$ cat src/rtl/hazard_ctrl_pkg.sv
// Shared constants for the 3-stage pipeline hazard controller:
// opcodes, forward-select encodings, FSM states and the scoreboard entry.
package hazard_ctrl_pkg;

    localparam logic [6:0] OP_LUI       = 7'b0110111;
    localparam logic [6:0] OP_AUIPC     = 7'b0010111;
    localparam logic [6:0] OP_JAL       = 7'b1101111;
    localparam logic [6:0] OP_JALR      = 7'b1100111;
    localparam logic [6:0] OP_BRANCH    = 7'b1100011;
    localparam logic [6:0] OP_LOAD      = 7'b0000011;
    localparam logic [6:0] OP_STORE     = 7'b0100011;
    localparam logic [6:0] OP_ARI_ITYPE = 7'b0010011;
    localparam logic [6:0] OP_ARI_RTYPE = 7'b0110011;

    localparam logic [1:0] FWD_RF = 2'd0;
    localparam logic [1:0] FWD_X  = 2'd1;
    localparam logic [1:0] FWD_W  = 2'd2;

    typedef enum logic [1:0] {
        RUN       = 2'd0,
        LU_BUBBLE = 2'd1,
        MEM_WAIT  = 2'd2
    } state_e;

    localparam int SB_ENTRY_W = 7;

    typedef struct packed {
        logic       valid;
        logic       is_load;
        logic [4:0] rd;
    } sb_entry_t;

    // A load in X has no result yet, so only a non-load X entry may forward.
    function automatic logic [1:0] fwd_sel(input sb_entry_t x_e, input sb_entry_t w_e,
                                           input logic used, input logic [4:0] adr);
        logic [1:0] sel;
        sel = FWD_RF;
        if (used && adr != 5'd0) begin
            if (x_e.valid && !x_e.is_load && x_e.rd == adr) begin
                sel = FWD_X;
            end else if (w_e.valid && w_e.rd == adr) begin
                sel = FWD_W;
            end
        end
        return sel;
    endfunction

endpackage

$ cat src/rtl/hazard_classify.sv
// Combinational opcode classification: which registers an instruction
// reads, whether it writes a non-zero rd, and whether it is a load.
module hazard_classify
    import hazard_ctrl_pkg::*;
(
    input  logic [6:0] opcode,
    input  logic [4:0] rd,
    output logic       writes_rd,
    output logic       uses_rs1,
    output logic       uses_rs2,
    output logic       is_load
);

    logic writes_any;

    always_comb begin
        writes_any = 1'b0;
        uses_rs1   = 1'b1;
        uses_rs2   = 1'b0;
        is_load    = 1'b0;
        case (opcode)
            OP_LUI, OP_AUIPC, OP_JAL: begin
                writes_any = 1'b1;
                uses_rs1   = 1'b0;
            end
            OP_JALR, OP_ARI_ITYPE: writes_any = 1'b1;
            OP_LOAD: begin
                writes_any = 1'b1;
                is_load    = 1'b1;
            end
            OP_ARI_RTYPE: begin
                writes_any = 1'b1;
                uses_rs2   = 1'b1;
            end
            OP_BRANCH, OP_STORE: uses_rs2 = 1'b1;
            default: ;
        endcase
        writes_rd = writes_any && (rd != 5'd0);
    end

endmodule

$ cat src/rtl/hazard_ctrl.sv
// Hazard controller for the D/X/W pipeline: scoreboard of X and W
// destinations, operand forwarding, load-use stall, redirect kill, memory hold.
module hazard_ctrl
    import hazard_ctrl_pkg::*;
#(
    parameter int CNT_W = 32
) (
    input  logic             clk,
    input  logic             rst,
    input  logic             d_valid,
    input  logic [6:0]       d_opcode,
    input  logic [4:0]       d_rd,
    input  logic [4:0]       d_adr1,
    input  logic [4:0]       d_adr2,
    input  logic             x_taken,
    input  logic             mem_stall,
    output logic [1:0]       fwd_a,
    output logic [1:0]       fwd_b,
    output logic             stall_d,
    output logic             bubble_x,
    output logic             kill_d,
    output logic             hold_xw,
    output logic [CNT_W-1:0] stall_cnt
);

    logic      writes_rd;
    logic      uses_rs1;
    logic      uses_rs2;
    logic      is_load;
    logic      lu;
    sb_entry_t x_e;
    sb_entry_t w_e;
    state_e    state;

    hazard_classify u_classify (
        .opcode    (d_opcode),
        .rd        (d_rd),
        .writes_rd (writes_rd),
        .uses_rs1  (uses_rs1),
        .uses_rs2  (uses_rs2),
        .is_load   (is_load)
    );

    assign lu = d_valid && x_e.valid && x_e.is_load &&
                ((uses_rs1 && d_adr1 != 5'd0 && x_e.rd == d_adr1) ||
                 (uses_rs2 && d_adr2 != 5'd0 && x_e.rd == d_adr2));

    always_comb begin
        fwd_a    = FWD_RF;
        fwd_b    = FWD_RF;
        stall_d  = 1'b0;
        bubble_x = 1'b0;
        kill_d   = 1'b0;
        hold_xw  = 1'b0;
        if (!rst) begin
            fwd_a = fwd_sel(x_e, w_e, uses_rs1, d_adr1);
            fwd_b = fwd_sel(x_e, w_e, uses_rs2, d_adr2);
            if (mem_stall) begin
                hold_xw = 1'b1;
                stall_d = 1'b1;
            end else if (x_taken) begin
                kill_d   = 1'b1;
                bubble_x = 1'b1;
            end else if (lu) begin
                stall_d  = 1'b1;
                bubble_x = 1'b1;
            end
        end
    end

    // LU_BUBBLE needs no special outputs: X_e is invalid there, so lu cannot
    // fire again and the load in W is picked up by the W forward path.
    always_ff @(posedge clk) begin
        if (rst) begin
            x_e       <= '0;
            w_e       <= '0;
            state     <= RUN;
            stall_cnt <= '0;
        end else begin
            if (stall_d && stall_cnt != {CNT_W{1'b1}}) begin
                stall_cnt <= stall_cnt + 1'b1;
            end
            if (mem_stall) begin
                state <= MEM_WAIT;
            end else if (x_taken) begin
                x_e   <= '0;
                w_e   <= x_e;
                state <= RUN;
            end else if (lu) begin
                x_e   <= '0;
                w_e   <= x_e;
                state <= LU_BUBBLE;
            end else begin
                x_e.valid   <= d_valid && writes_rd;
                x_e.is_load <= is_load;
                x_e.rd      <= d_rd;
                w_e         <= x_e;
                state       <= RUN;
            end
        end
    end

endmodule

$ cat config.mk
export PLATFORM = sky130hd
export DESIGN_NAME = hazard_ctrl
export DESIGN_NICKNAME = d
export VERILOG_FILES = /design/src/rtl/hazard_ctrl_pkg.sv /design/src/rtl/hazard_classify.sv /design/src/rtl/hazard_ctrl.sv
export SDC_FILE = /design/constraint.sdc
export NUM_CORES = 1
export LEC_CHECK = 0
export CAP_MARGIN = 0
export CORE_MARGIN = 8
export CORE_UTILIZATION = 45
export CTS_CLUSTER_DIAMETER = 200
export CTS_CLUSTER_SIZE = 28
export DETAILED_ROUTE_END_ITERATION = 10
export PLACE_DENSITY = 0.76
export SYNTH_ARGS = -nofsm -noshare
export SYNTH_HDL_FRONTEND = slang
export SYNTH_HIERARCHICAL = 1
export SYNTH_SLANG_ARGS = --single-unit
$ cat constraint.sdc
create_clock -name clk -period 4 [get_ports clk]
set_input_delay 0.6 -clock clk [delete_from_list [all_inputs] [get_ports clk]]
set_output_delay 0.6 -clock clk [all_outputs]
set_load 0.02 [all_outputs]
==> results of run 1 <==
## what timing repair did
action | 4_1_cts | 5_1_grt
setup endpoints to repair | 0 | 3
hold buffers | 0 | 0
resized for setup | 0 | 4
## cells in the mapped netlist (all sizes together)
| library cell | number | share of area |
|---|---|---|
| buf | 2 | 0.0067 |
| a21boi | 1 | 0.0031 |
| o41ai | 1 | 0.0036 |
| a2111o | 1 | 0.0046 |
| clkinv | 1 | 0.0015 |
| nor3 | 6 | 0.012 |
| a22o | 6 | 0.021 |
| xor2 | 10 | 0.036 |
| nand3b | 1 | 0.0031 |
| dfxtp | 45 | 0.37 |
| nor3b | 1 | 0.0031 |
| nand4 | 7 | 0.018 |
| o311ai | 1 | 0.0036 |
| xnor2 | 11 | 0.039 |
| nor4b | 1 | 0.0036 |
| nor4 | 6 | 0.015 |
| nand2b | 2 | 0.0051 |
| and3 | 3 | 0.0077 |
| and4 | 4 | 0.014 |
| nor2 | 17 | 0.026 |
| and2 | 1 | 0.0026 |
| or3 | 17 | 0.043 |
| mux2i | 8 | 0.033 |
| nand3 | 16 | 0.033 |
| clkbuf | 11 | 0.017 |
| mux2 | 3 | 0.014 |
| nor2b | 5 | 0.013 |
| or4 | 13 | 0.043 |
| inv | 4 | 0.0061 |
| ha | 1 | 0.0051 |
| nand2 | 26 | 0.040 |
| o21ai | 21 | 0.043 |
| a2111oi | 2 | 0.015 |
| a21oi | 27 | 0.055 |
| or2 | 1 | 0.0026 |
| o2111ai | 1 | 0.0036 |
| a32o | 2 | 0.0082 |
| o211ai | 1 | 0.0051 |
| o31ai | 7 | 0.021 |
## registers in the layout (all words and copies together), names as in the netlist
| register | flops |
|---|---|
| stall_cnt | 32 |
| w_e | 6 |
| x_e | 7 |
## power groups by stage
| stage | Sequential (uW) | Combinational [uW] | Clock, uW |
|---|---|---|---|
| after floorplan | 469 | 45.5 | 0 |
| after global placement | 469 | 102 | 0 |
| after detailed placement | 469 | 102 | 0 |
| after CTS | 458 | 103 | 353 |
| after global routing | 459 | 112 | 373 |
| final | 458 | 104 | 345 |
## metrics by stage
stage          instances  hold WS (ns)  utilization
2_1_floorplan        294         0.456            -
3_3_place_gp         432         0.472        0.602
3_5_place_dp         432         0.494        0.602
4_1_cts              440         0.506        0.623
5_1_grt              440         0.540        0.625
6_report             440         0.501        0.625
## area by class of cell
cell class / count / area (sq um)
sequential: 45 / 901
clock buffer: 6 / 72.6
inverter: 5 / 18.8
timing repair buffer: 79 / 766
clock inverter: 2 / 38.8
multi-input combinational: 231 / 1470
tap: 72 / 90.1
fill: 475 / 2020
## logic make-up after synthesis
family / after synthesis / share of synthesized area
xor+xnor: 21 / 0.0752
simple gates: 127 / 0.286
buf+inv: 18 / 0.0312
compound gates: 71 / 0.188
mux: 11 / 0.0466
fa+ha+maj: 1 / 0.00512
flops: 45 / 0.368
## worst min-delay path: stages, from the launching register on
cell	delay, ns
dfxtp_1	0.33
o21ai_0	0.07
a21oi_1	0.06
## per-layer routing
metal  routed length [um]  global-route usage  part of all wire
met1                 3300               0.221              0.48
met2                 3270               0.270              0.47
met4                   78              0.0606             0.011
met3                  286              0.0366             0.041
met5                    0                   0                 0
## how the worst max path moves through the flow
stage	to	from	slack, ns
6_report	fwd_a[0]	d_opcode[4]	0.21
5_1_grt	fwd_a[0]	d_opcode[4]	0.10
4_1_cts	stall_d	d_opcode[2]	0.01
3_5_place_dp	stall_d	d_opcode[2]	0.02
3_3_place_gp	stall_d	d_opcode[2]	0.05
2_1_floorplan	stall_cnt[29]	d_opcode[2]	0.90
==> flow_summary_export.csv, run 1 <==
group,metric,value,unit
floorplan,core_area,5370,sq um
synthesis,synth_cells,294,
power,p_per_area,270,nW/um^2
sta,rsz0062_at_grt,"false",
floorplan,fp-row-count,27,
worst_setup_path,ff2ff_path_depth,8,
detailed_routing,detail-route-antenna-nets,0,
sta,slew-limit-headroom,0.657,
floorplan,dieArea,8050,sq um
grt,grt_max_degree,34,
clock_network,clkTransAtPathRegs,0.08,ns
detailed_routing,drtIter0Drc,175,
worst_setup_path,arrival,3.19,ns
hold_path,holdCritStartpoint,"stall_cnt[13]",
grt,grt_pass1_vias,2397,
sta,tightest_slew,0.513,ns
clock_network,clock_path_buffers,2,
floorplan,io_pins,67,
power,leakage,0.00115,uW
synthesis,syn_area_per_cell,8.32,sq um
power,total_power,907,uW
flow_run,cap_viol_max_count,0,
worst_setup_path,cp-start-kind,"input pin",
detailed_routing,wl,6940,um
detailed_routing,num_vias,2507,
finish,final_cell_mix,"clkdlybuf4s50_1, dfxtp_1, a21oi_1, nand2_1, o21ai_0",
hold_path,hold_depth,2,
place,port_buffers,66,
worst_setup_path,max_stage_delay,0.66,ns
grt,antenna_found_initial,0,
place,place_hpwl,5110,um
power,p_clk_frac,0.380,
sta,period_share,0.947,
clock_network,cts_inserted_buffers,5,
synthesis,seq_area_frac_synth,0.368,
sta,drv_slew,0,
worst_setup_path,critical_path_depth,9,
detailed_routing,via_per_inst,5.70,
worst_setup_path,crit_slowest_cell,"clkdlybuf4s50_1",
finish,finalInstanceArea,3360,sq um
grt,grt_usage,0.170,
power,power_frac_seq,0.505,
clock_network,cts_tree,"yes",
sta,setup_slack,0.213,ns
worst_setup_path,r2r_slack,1.12,ns
worst_setup_path,end_kind,"output port",
clock_network,clkLatencyLatePin,0.30,ns
worst_setup_path,criticalPathCategory,"input pin to output port",
sta,clock.fmax,264,MHz
worst_setup_path,critPathTopFamily,"buffers and inverters",
worst_setup_path,critPathRequiredTime,3.40,ns
grt,overflow,0,
worst_setup_path,rr_endpoint,"stall_cnt[29]",
detailed_routing,first_pass_iters,4,
sta,setup_viol,0,
outcome,status,"complete, no violations",
place,placed_cell_area,3240,sq um
worst_setup_path,crit_chain,"clkdlybuf4s50_1 -> nor2b_1 -> a32o_1 -> nand4_1 -> o21ai_1 -> or4_4 -> buf_4 -> nor3_1 -> clkdlybuf4s50_1",
clock_network,cts.sinks,45,
power,p_switching,215,uW
sta,hold_violations,0,
detailed_routing,route.detailed.drc,0,
place,pre_cts_slack,0.0162,ns
finish,areaGrowthSynthToFinish,37.3,%
clock_network,clockRootBuffer,"clkbuf_8",
synthesis,syn_area,2440,sq um
synthesis,synth_cell_types,44,
power,switching_share,0.237,
finish,diodes,0,
finish,final_common_cell,"clkdlybuf4s50_1",
finish,drive_gt1_frac,0.0734,
sta,tns,0,ns
worst_setup_path,path_buf_inv,3,
power,intPower,692,uW
synthesis,ys_warn_count,6,
worst_setup_path,crit_top_cell,"clkdlybuf4s50_1",
floorplan,fp.dieW,89.7,um
hold_path,min_to,"stall_cnt[13]",
grt,grt_pass1_wl,11700,um
worst_setup_path,r2r-start,"x_e[2]",
sta,fin_skew,0.00168,ns
floorplan,dieHeight,89.7,um
worst_setup_path,cp_max_fo,5,
detailed_routing,routedWlPerCell,15.8,um
sta,finalCriticalPeriod,3.79,ns
clock_network,postCtsSetupRepairBufs,0,
floorplan,initial_utilization,0.455,
power,ir_worst_vdd,176,uV
place,globalplace.congestion,0.894,
synthesis,synthesis.nets,322,
power,pwr-share-comb,0.115,
clock_network,htreeDepth,2,
synthesis,synth-seq-cells,45,
hold_path,min_path_type,"register to register",
finish,layout.nets,395,
(Power assumes the default switching activity.)
==> run 2: changes to the inputs <==
--- a/config.mk
+++ b/config.mk
@@ -6,12 +6,14 @@
 export NUM_CORES = 1
 export LEC_CHECK = 0
 export CAP_MARGIN = 0
+export CORE_ASPECT_RATIO = 1.5
 export CORE_MARGIN = 8
 export CORE_UTILIZATION = 45
 export CTS_CLUSTER_DIAMETER = 200
 export CTS_CLUSTER_SIZE = 28
 export DETAILED_ROUTE_END_ITERATION = 10
 export PLACE_DENSITY = 0.76
+export SKIP_LAST_GASP = 1
 export SYNTH_ARGS = -nofsm -noshare
 export SYNTH_HDL_FRONTEND = slang
 export SYNTH_HIERARCHICAL = 1
==> constraint.sdc (replaced) <==
create_clock -name clk -period 3.6 [get_ports clk]
set_input_delay 0.54 -clock clk [delete_from_list [all_inputs] [get_ports clk]]
set_output_delay 0.54 -clock clk [all_outputs]
set_load 0.02 [all_outputs]
==> run 2 against run 1 <==
  * Power increased by 3.6%
  * Core utilization grew 1.4 points
  * Clock skew grew 0.0095 ns
  * Critical path depth increased by 1
  * Via count is 1.9% higher
  * Combinational power is 19% higher
  * Sequential share of layout area down 0.58 points
  * Routed wire length rose by 1.2%
  * Sequential power increased by 11%
  * Critical path type is now input pin to register
  * Critical endpoint is now stall_cnt[29]
  * Largest cell class unchanged
==> flow_summary_export.csv, run 2 (synthesis results as in run 1) <==
group,metric,value,unit
detailed_routing,drtIter0Drc,78,
detailed_routing,wl,7030,um
grt,grt_usage,0.172,
grt,met1_usage,0.195,
flow_run,cap_viol_max_count,0,
finish,areaGrowthSynthToFinish,40.3,%
clock_network,cts_hold_buf,0,
clock_network,clock_path_buffers,2,
finish,fillCellCount,489,
sta,fin_skew,0.0112,ns
worst_setup_path,max_stage_delay,0.57,ns
worst_setup_path,end_kind,"register",
floorplan,core_area,5370,sq um
grt,grt_pass1_vias,2507,
finish,largest_register_ffs,32,
clock_network,cts.sinks,45,
clock_network,ctsResizeCount,5,
worst_setup_path,arrival,3.64,ns
grt,overflow,0,
power,ir_worst_vdd,240,uV
place,port_buffers,66,
clock_network,clockRootBuffer,"clkbuf_8",
floorplan,dieArea,8100,sq um
finish,regMostFlops,"stall_cnt",
sta,setup_slack,0.148,ns
place,pre_cts_slack,-0.360,ns
floorplan,dieHeight,106,um
clock_network,postCtsSetupRepairBufs,0,
worst_setup_path,crit_chain,"clkdlybuf4s50_1 -> nand3b_1 -> a2111oi_2 -> o21ai_1 -> or4_4 -> buf_4 -> a2111oi_4 -> o2111ai_2 -> or4_1 -> mux2_1",
clock_network,clkTransAtPathRegs,0.09,ns
detailed_routing,routedWlPerCell,15.6,um
power,leakage,0.00119,uW
grt,busiest_layer,"met2",
worst_setup_path,cp-start-kind,"input pin",
finish,layout.nets,407,
sta,period_share,0.959,
finish,diodes,0,
sta,rsz0062_at_grt,"false",
power,p_per_area,274,nW/um^2
floorplan,fp-row-count,33,
finish,drive_gt1_frac,0.118,
place,globalplace.congestion,0.878,
grt,grt_pass1_wl,11800,um
worst_setup_path,crit_slowest_cell,"or4_4",
sta,tightest_slew,0.480,ns
worst_setup_path,critPathRequiredTime,3.78,ns
outcome,status,"complete, no violations",
grt,grt_util_met2,0.294,
sta,hold_violations,0,
power,total_power,940,uW
clock_network,cts_inserted_buffers,5,
grt,antenna_found_initial,0,
detailed_routing,num_vias,2555,
floorplan,initial_utilization,0.455,
detailed_routing,via_per_inst,5.68,
place,place_hpwl,5310,um
hold_path,min_path_type,"register to register",
clock_network,clkLatencyLatePin,0.30,ns
sta,clock.fmax,290,MHz
finish,top_regs,"stall_cnt: 32 flops, x_e: 7 flops, w_e: 6 flops",
detailed_routing,detail-route-antenna-nets,0,
detailed_routing,first_pass_iters,4,
sta,drv_slew,0,
finish,final_common_cell,"clkdlybuf4s50_1",
sta,slew-limit-headroom,0.679,
detailed_routing,route.detailed.drc,0,
finish,final_cell_mix,"clkdlybuf4s50_1, dfxtp_1, a21oi_1, nand2_1, buf_4",
worst_setup_path,cp_max_fo,4,
grt,met3_usage,0.0448,
grt,grt_max_degree,34,
clock_network,cts_tree,"yes",
sta,finalCriticalPeriod,3.45,ns
clock_network,htreeDepth,2,
floorplan,io_pins,67,
worst_setup_path,criticalPathCategory,"input pin to register",
sta,setup_viol,0,
floorplan,fp.dieW,76.2,um
[run 2: cell count changes in the layout (fill, tap and decap cells not counted), sizes merged]
cell           delta
buf              +12
bufinv            -1
clkbuf            +1
clkdlybuf4s50     -1
clkinv            +1
clkinvlp          +1
dlygate4sd2       +1
dlymetal6s2s      -2
[run 2: where the power goes]
part	total (uW)	leakage [uW]	switching (uW)	internal, uW
combinational	124	0.000778	59.3	64.5
clock	306	0.0000439	172	134
sequential	510	0.000363	7.59	502
total	940	0.00119	239	701
[run 2: worst paths after layout]
path | cells after the start | slack [ns] | end | start
worst max-delay path | 10 | 0.15 | stall_cnt[29] | d_opcode[2]
worst min-delay path | 2 | 0.51 | stall_cnt[13] | stall_cnt[13]
worst max register to register | 8 | 0.78 | stall_cnt[29] | x_e[2]
worst min register to register | 2 | 0.51 | stall_cnt[13] | stall_cnt[13]
[run 2: critical path: cells and delay by family]
kind / cells / cell delay, ns
simple gates: 3 / 1.22
compound gates: 4 / 0.97
buf+inv: 2 / 0.58
mux: 1 / 0.32
[run 2: stage by stage]
step           cell area [sq um]  hold WS (ns)  setup TNS, ns  instances  utilization
2_1_floorplan               2440         0.456              0        294            -
6_report                    3430         0.510              0        450        0.639
3_5_place_dp                3340         0.497          -5.34        442        0.621
4_1_cts                     3420         0.515       -0.00751        450        0.638
3_3_place_gp                3340         0.471          -1.56        442        0.621
5_1_grt                     3430         0.531              0        450        0.639
[run 2: cell type report]
type | instances | area, sq um | share of cell area
Tap cell | 70 | 87.6 | 0.0255
Sequential cell | 45 | 901 | 0.263
Timing Repair Buffer | 91 | 852 | 0.248
Clock inverter | 3 | 17.5 | 0.00511
Multi-Input combinational cell | 231 | 1480 | 0.433
Clock buffer | 5 | 68.8 | 0.0201
Inverter | 5 | 18.8 | 0.00547
[run 2: routing by layer]
layer  routed length, um  vias to the layer above  share of wire
met5                   0                        -              0
met4                 233                        0          0.033
met2                3350                       89           0.48
met1                3070                     1174           0.44
met3                 378                       24          0.054
li1                    -                     1268              -
